[src/rtl/booth_mul_unit.sv]
// Sequential radix-4 Booth multiplier: signed 32x32 -> 64 in 16 steps.
// Optional BOOTH_EARLY_TERM_EN finishes once the remaining multiplier digits are all zero.
module booth_mul_unit #(
    parameter int WIDTH = 32
) (
    input  logic             Clock,
    input  logic             Resetn,
    input  logic             start,
    input  logic [WIDTH-1:0] multiplicand,
    input  logic [WIDTH-1:0] multiplier,
    output logic             busy,
    output logic             done,
    output logic [WIDTH-1:0] z_high,
    output logic [WIDTH-1:0] z_low
);

    localparam int PW = 2 * WIDTH;
    localparam logic [PW-1:0] ONE = {{(PW-1){1'b0}}, 1'b1};

    typedef enum logic [1:0] {
        IDLE,
        RUN,
        DONE
    } state_t;

    state_t          state;
    state_t          state_nx;
    logic [PW-1:0]   mcand;
    logic [PW-1:0]   acc;
    logic [PW-1:0]   acc_nx;
    logic [PW-1:0]   addend;
    logic [PW-1:0]   prod;
    logic [WIDTH:0]  mplier;
    logic [WIDTH:0]  mplier_sh;
    logic [3:0]      count;
    logic            early;
    logic            finish;

    assign mplier_sh = {{2{mplier[WIDTH]}}, mplier[WIDTH:2]};
    assign acc_nx    = acc + addend;
    assign finish    = (count == 4'd15) || early;

    always_comb begin
        addend = '0;
        unique case (mplier[2:0])
            3'b001, 3'b010: addend = mcand;
            3'b011:         addend = mcand << 1;
            3'b100:         addend = ~(mcand << 1) + ONE;
            3'b101, 3'b110: addend = ~mcand + ONE;
            default:        addend = '0;
        endcase
    end

`ifdef BOOTH_EARLY_TERM_EN
    // Set once the shifted multiplier is pure sign bits; every later digit is 0.
    logic term;

    always_ff @(posedge Clock) begin
        if (!Resetn) begin
            term <= 1'b0;
        end else if (state == IDLE && start) begin
            term <= 1'b0;
        end else if (state == RUN) begin
            term <= (mplier_sh == '0) || (mplier_sh == '1);
        end
    end

    assign early = term;
`else
    assign early = 1'b0;
`endif

    always_comb begin
        state_nx = state;
        unique case (state)
            IDLE:    if (start) state_nx = RUN;
            RUN:     if (finish) state_nx = DONE;
            DONE:    state_nx = IDLE;
            default: state_nx = IDLE;
        endcase
    end

    always_ff @(posedge Clock) begin
        if (!Resetn) begin
            state <= IDLE;
        end else begin
            state <= state_nx;
        end
    end

    always_ff @(posedge Clock) begin
        if (!Resetn) begin
            mcand  <= '0;
            mplier <= '0;
            acc    <= '0;
            count  <= '0;
            prod   <= '0;
        end else begin
            unique case (state)
                IDLE: begin
                    if (start) begin
                        mcand  <= {{WIDTH{multiplicand[WIDTH-1]}}, multiplicand};
                        mplier <= {multiplier, 1'b0};
                        acc    <= '0;
                        count  <= '0;
                    end
                end
                RUN: begin
                    acc    <= acc_nx;
                    mcand  <= mcand << 2;
                    mplier <= mplier_sh;
                    count  <= count + 4'd1;
                    // Capture on the final step so the product is valid with done.
                    if (finish) prod <= acc_nx;
                end
                default: ;
            endcase
        end
    end

    assign busy   = (state == RUN);
    assign done   = (state == DONE);
    assign z_high = prod[PW-1:WIDTH];
    assign z_low  = prod[WIDTH-1:0];

endmodule

[config.mk]
export PLATFORM = sky130hd
export DESIGN_NAME = booth_mul_unit
export DESIGN_NICKNAME = d
export VERILOG_FILES = /design/src/rtl/booth_mul_unit.sv
export SDC_FILE = /design/constraint.sdc
export NUM_CORES = 1
export LEC_CHECK = 0
export CAP_MARGIN = 5
export CELL_PAD_IN_SITES_DETAIL_PLACEMENT = 1
export CELL_PAD_IN_SITES_GLOBAL_PLACEMENT = 2
export CORE_MARGIN = 10
export CORE_UTILIZATION = 41
export DETAILED_ROUTE_END_ITERATION = 10
export DONT_BUFFER_PORTS = 1
export PLACE_DENSITY_LB_ADDON = 0.08
export SLEW_MARGIN = 30
export SYNTH_ARGS = -nofsm -noshare
export SYNTH_HDL_FRONTEND = slang
export SYNTH_SLANG_ARGS = --single-unit
export TNS_END_PERCENT = 5
[constraint.sdc]
create_clock -name Clock -period 10.39 [get_ports Clock]
set_input_delay 1.5585 -clock Clock [delete_from_list [all_inputs] [get_ports Clock]]
set_output_delay 1.5585 -clock Clock [all_outputs]
set_load 0.005 [all_outputs]
==> impl_metrics.toml, run 1 <==
[status]
status = "completed"

[logic_synthesis]
syn-num-nets = 2227
yosysSeqAreaShare_pct = 29.3
syn_avg_cell_area_sq_um = 7.53
synthTopCellsByArea = "dfxtp_1 29%, nand2_1 6.6%, ha_1 5.2%"
ys_async_sr_fraction_pct = 0
yosysWarnings = 0
synthFlopType = "dfxtp_1"
synth_edf_count = 0
synth_top_area_share_pct = 29.3
netlist_area_sq_um = 15800
synth_top_cell_by_area = "dfxtp_1"
synth_cell_types = 84
synth.ff_latch_count = 231
synthCells = 2094

[die]
fp.dieH_microns = 216
start_util_pct = 41.7
core_sq_um = 37800
die_area_sq_um = 46700
io_pins = 133
row_count = 71
fp.dieW_microns = 216

[sta]
fmax_mhz = 146
slew_headroom_pct = 29.9
tightest_slew_ps = 1040
min_period_ps = 6850
setup_viol = 0
fin_setup_tns_ps = 0
hold_viol = 0
finalClockSkew_ps = 15.9
timing.final.crit_share_pct = 65.9
slew_violations = 0
grt_setup_unrepaired = "false"

[flow_run]
maxCapViolations = 0

[worst_setup_path]
cp.arrival_ps = 7270
worstPathRequired_ps = 10820
cp_max_fo = 7
crit_path_end_kind = "flip-flop"
critPathKind = "flip-flop to flip-flop"
startpoint_type = "flip-flop"

[cts]
clk_path_buf_depth = 3
cts_tree = "yes"
cts_root_buffer = "clkbuf_16"
clkTransAtPathRegs_ps = 60
cts_inserted_buffers = 28
post_cts_resized = 0
cts-htree-levels = 1
clock_latency_ps = 570
postCtsHoldBufs = 0
clock_sink_count = 231
post_cts_buffers = 0

[layout]
multi_input_area_sq_um = 10300
nFillCells = 4628
n_antenna_cell = 0
design_area_sq_um = 16700
area_growth_pct = 6.18
final_common_cell = "nand2_1"
layout-drive-gt1-share_pct = 5.83
final_util_pct = 44.3
seqCellArea_sq_um = 4630
mostFrequentLayoutCells = "273 x nand2_1, 230 x dfxtp_1, 201 x nor2_1"
fin_nets = 2084

[global_routing]
grt_pass1_wl_microns = 92000
grt_use_met1_pct = 35.0
grt_max_degree = 211
busiest_layer = "met2"
antenna_found_initial = 0
grt_pass1_vias = 15100
grt_use_met2_pct = 36.6
grt_util_all_layers_pct = 24.4
grt_util_met3_pct = 5.72
grt_overflow = 0

[route]
wl_microns = 59400
drtAntennaViolNets = 0
drc = 0
drt-initial-drc-count = 1245
wl_per_cell_microns = 23.9
vias = 15300
viasPerCell = 6.15
dr.pass1.iters = 5

[pwr]
powerDensity_nw_per_um2 = 161
irDropWorstVdd_uv = 123
report.power.total_mw = 2.70
leakage_nw = 6.22

[placement]
dpl_cell_area_sq_um = 15800
dpl.hpwl_microns = 42800
gp_congestion = 0.884
port_buffers = 0

[hold_path]
hold_path.class = "flip-flop to flip-flop"
synthesized netlist by cell type, types with 18 or more instances:
cell	instances
nand2_1	277
a21o_1	29
a21boi_0	68
a21oi_1	99
ha_1	65
nor3_1	34
nand3_1	50
a221oi_1	36
xnor2_1	65
a22oi_1	73
nand4_1	33
clkbuf_1	169
inv_1	33
a22o_1	18
o221ai_1	69
or3_1	25
o21ai_0	156
nor2_1	203
nor2b_1	61
dfxtp_1	231
xor2_1	62
o21bai_1	20
cell families after synthesis:
group,synth area share [%]
xor+xnor,7.06
mux,0.191
buf+inv,5.59
simple gates,23.7
compound gates,28.9
fa+ha+maj,5.29
flops,29.3
area by class of cell:
type / instances / share of cell area (%)
sequential: 231 / 27.6
timing repair buffer: 19 / 0.852
clock inverter: 15 / 0.680
tap: 511 / 3.82
clock buffer: 37 / 4.70
multi-input combinational: 1637 / 61.5
inverter: 34 / 0.763
registers in the layout, indices dropped and copies added, names as in the netlist:
signal and cells:
mcand 64, prod 64, acc 64, count 4, mplier 33, state 2
path summary, 6_finish.rpt:
kind / start / to / slack [ps] / cells after the start
worst max-delay path: mcand[1]$_SDFFE_PN0P_ / acc[57]$_SDFFE_PN0P_ / 3540 / 22
worst min-delay path: mplier[29]$_SDFFE_PN0P_ / mplier[29]$_SDFFE_PN0P_ / 470 / 2
worst max register to register: mcand[1]$_SDFFE_PN0P_ / acc[57]$_SDFFE_PN0P_ / 3540 / 22
worst min register to register: mplier[29]$_SDFFE_PN0P_ / mplier[29]$_SDFFE_PN0P_ / 470 / 2
routing by layer:
metal  up-vias  part of all wire (%)  wire length, microns
li1       7265                     -                     -
met1      7611                    49                 28900
met3        61                   6.8                  4040
met4         0                   1.8                  1060
met2       352                    43                 25400
met5         -                     0                     0
per-stage QoR:
stage,setup slack [ps],std cells,hold slack [ps]
after global placement,3630,2432,444
final,3540,2484,467
after detailed placement,3760,2432,458
after floorplan,4910,2094,430
after CTS,3680,2484,471
after global routing,3090,2484,485
critical path, stage by stage, from the launching register on:
cell	delay [ps]
dfxtp_1	380
inv_1	90
ha_1	210
or3b_4	440
nor4_4	320
nand2b_1	170
or3_1	390
or3_4	380
or3_1	350
or3_1	370
nand2_1	100
xor2_1	70
o21ai_0	400
ha_1	390
a21oi_1	220
o21ai_0	200
or3_1	380
o2111ai_1	370
nand2_1	170
a41oi_1	500
o221ai_1	420
xnor2_1	280
o21ai_1	80
power by group:
group / total (mW) / leakage [nW] / internal (mW) / switching [mW]
Combinational: 0.707 / 3.89 / 0.236 / 0.471
Sequential: 1.01 / 1.88 / 0.937 / 0.0772
Clock: 0.977 / 0.451 / 0.557 / 0.420
Note: power is estimated with default switching activity, not from simulation.
==> run 2, diff against run 1 <==
- CORE_UTILIZATION: 41 -> 38
- clock period: 10.39 -> 6.6 ns (I/O delays scaled with it)
==> run 2 against run 1 <==
Net effect:
- clock power is 60% higher
- non-clock buffer count increased by 20
- largest cell class unchanged
- critical endpoint is now prod[59]$_SDFFE_PN0P_
- via count up 0.39%
- design area rose by 1.4%
- sequential power rose by 57%
- worst hold slack gained 1.1 ps
==> impl_metrics.toml, run 2 (same netlist as run 1, synthesis figures left out) <==
[global_routing]
antenna_found_initial = 4
grt_pass1_vias = 15100
grt_max_degree = 211
grt_pass1_wl_microns = 92900
grt_overflow = 0
grt_util_all_layers_pct = 23.1

[layout]
final_util_pct = 41.5
seqCellArea_sq_um = 4630
largestRegisters = "acc: 64 flops, mcand: 64 flops, prod: 64 flops"
final_common_cell = "nand2_1"
multi_input_area_sq_um = 10300
fin_nets = 2104
mostFrequentLayoutCells = "275 x nand2_1, 230 x dfxtp_1, 201 x nor2_1"
nFillCells = 4995
layout-drive-gt1-share_pct = 6.58
area_growth_pct = 7.69

[worst_setup_path]
critPathKind = "flip-flop to flip-flop"
r2r-start = "mcand[0]$_SDFFE_PN0P_"
crit_path_start = "mcand[0]$_SDFFE_PN0P_"
startpoint_type = "flip-flop"
rrSetupSlack_ps = 430
worstPathRequired_ps = 7050
cp_max_fo = 6
cp.arrival_ps = 6630
crit_path_end_kind = "flip-flop"
reg2reg_to = "prod[59]$_SDFFE_PN0P_"
r2r_cells = 22

[route]
drtAntennaViolNets = 0
drc = 0
wl_per_cell_microns = 23.7
drt-initial-drc-count = 1172
wl_microns = 60000
vias = 15300
dr.pass1.iters = 5
viasPerCell = 6.08

[pwr]
powerDensity_nw_per_um2 = 252
irDropWorstVdd_uv = 198
leakage_nw = 6.33

[status]
status = "completed"

[sta]
fin_setup_tns_ps = 0
grt_setup_unrepaired = "false"
setup_viol = 0
min_period_ps = 6170
finalClockSkew_ps = 17.4
hold_viol = 0
holdWs_ps = 469
timing.final.crit_share_pct = 93.5
tightest_slew_ps = 930
fmax_mhz = 162
slew_violations = 0
slew_headroom_pct = 37.8

[die]
row_count = 74
fp.dieH_microns = 224
core_sq_um = 40900
fp.dieW_microns = 224
start_util_pct = 38.5
die_area_sq_um = 50000
io_pins = 133

[cts]
cts_inserted_buffers = 28
clock_latency_ps = 580
postCtsHoldBufs = 0
clock_sink_count = 231
clk_path_buf_depth = 3
cts_root_buffer = "clkbuf_16"
cts-htree-levels = 1
cts_tree = "yes"
clkTransAtPathRegs_ps = 60

[placement]
gp_congestion = 0.919
dpl.hpwl_microns = 43700
port_buffers = 0

[hold_path]
min_delay_path_depth = 2
hold_end = "acc[46]$_SDFFE_PN0P_"
min_from = "acc[46]$_SDFFE_PN0P_"
hold_path.class = "flip-flop to flip-flop"

[flow_run]
maxCapViolations = 0
[run 2: cell count changes in the layout (fill, tap and decap cells not counted), sizes merged]
cell	delta
clkinvlp	-1
clkbuf	+7
diode	+2
buf	+20
inv	+1
clkinv	-8
[run 2: final cells by class]
type                    count  share of cell area, %
flip-flops and latches    231                   27.3
clock inverters             7                  0.435
clock buffers              44                   4.96
diodes                      2                 0.0295
multi-input cells        1637                   60.8
inverters                  34                  0.752
well taps                 532                   3.92
repair buffers             39                   1.84
[run 2: worst max path at each step]
stage                                  endpoint  slack, ps
after floorplan           prod[58]$_SDFFE_PN0P_       1120
after global placement    prod[61]$_SDFFE_PN0P_        340
after detailed placement  prod[61]$_SDFFE_PN0P_        200
after CTS                 prod[57]$_SDFFE_PN0P_        170
after global routing      prod[59]$_SDFFE_PN0P_         40
final                     prod[59]$_SDFFE_PN0P_        430
[run 2: report_power, final]
| group | internal (mW) | switching [mW] |
|---|---|---|
| Clock | 0.912 | 0.647 |
| Combinational | 0.383 | 0.748 |
| Sequential | 1.47 | 0.111 |
| Total | 2.77 | 1.51 |
[run 2: worst max-delay path: stages (launching register included)]
cell and delay, ps:
dfxtp_1 310, inv_1 80, ha_1 210, or3b_4 440
nor4_4 310, nand2b_1 170, or3_1 390, or3_4 380
or3_1 410, nor3_2 160, xnor2_1 110, a221o_1 360
ha_1 420, nand4_1 210, nor4_1 420, nand3_1 130
a21oi_1 270, nor4_1 90, buf_4 150, o21ai_0 370
a221oi_1 170, xor2_1 340, o21ai_0 150
[run 2: metal layers]
metal	routed length [microns]	GRT usage, %
met1	30000	34.2
met5	31	0
met4	971	4.08
met2	25500	34.1
met3	3430	4.26
[run 2: repair_timing]
item	4_1_cts	5_1_grt
setup endpoints to repair	0	6
buffers inserted	0	1
resized for setup	0	4
[run 2: through the flow]
step                      area (sq um)  std cells  power, mW  setup slack [ps]
after global routing             17000       2524       4.50              38.1
after global placement           16000       2471       2.71               335
after CTS                        16900       2522       4.31               165
after detailed placement         16000       2471       2.73               202
after floorplan                  15800       2094       2.38              1120
final                            17000       2526       4.28               428
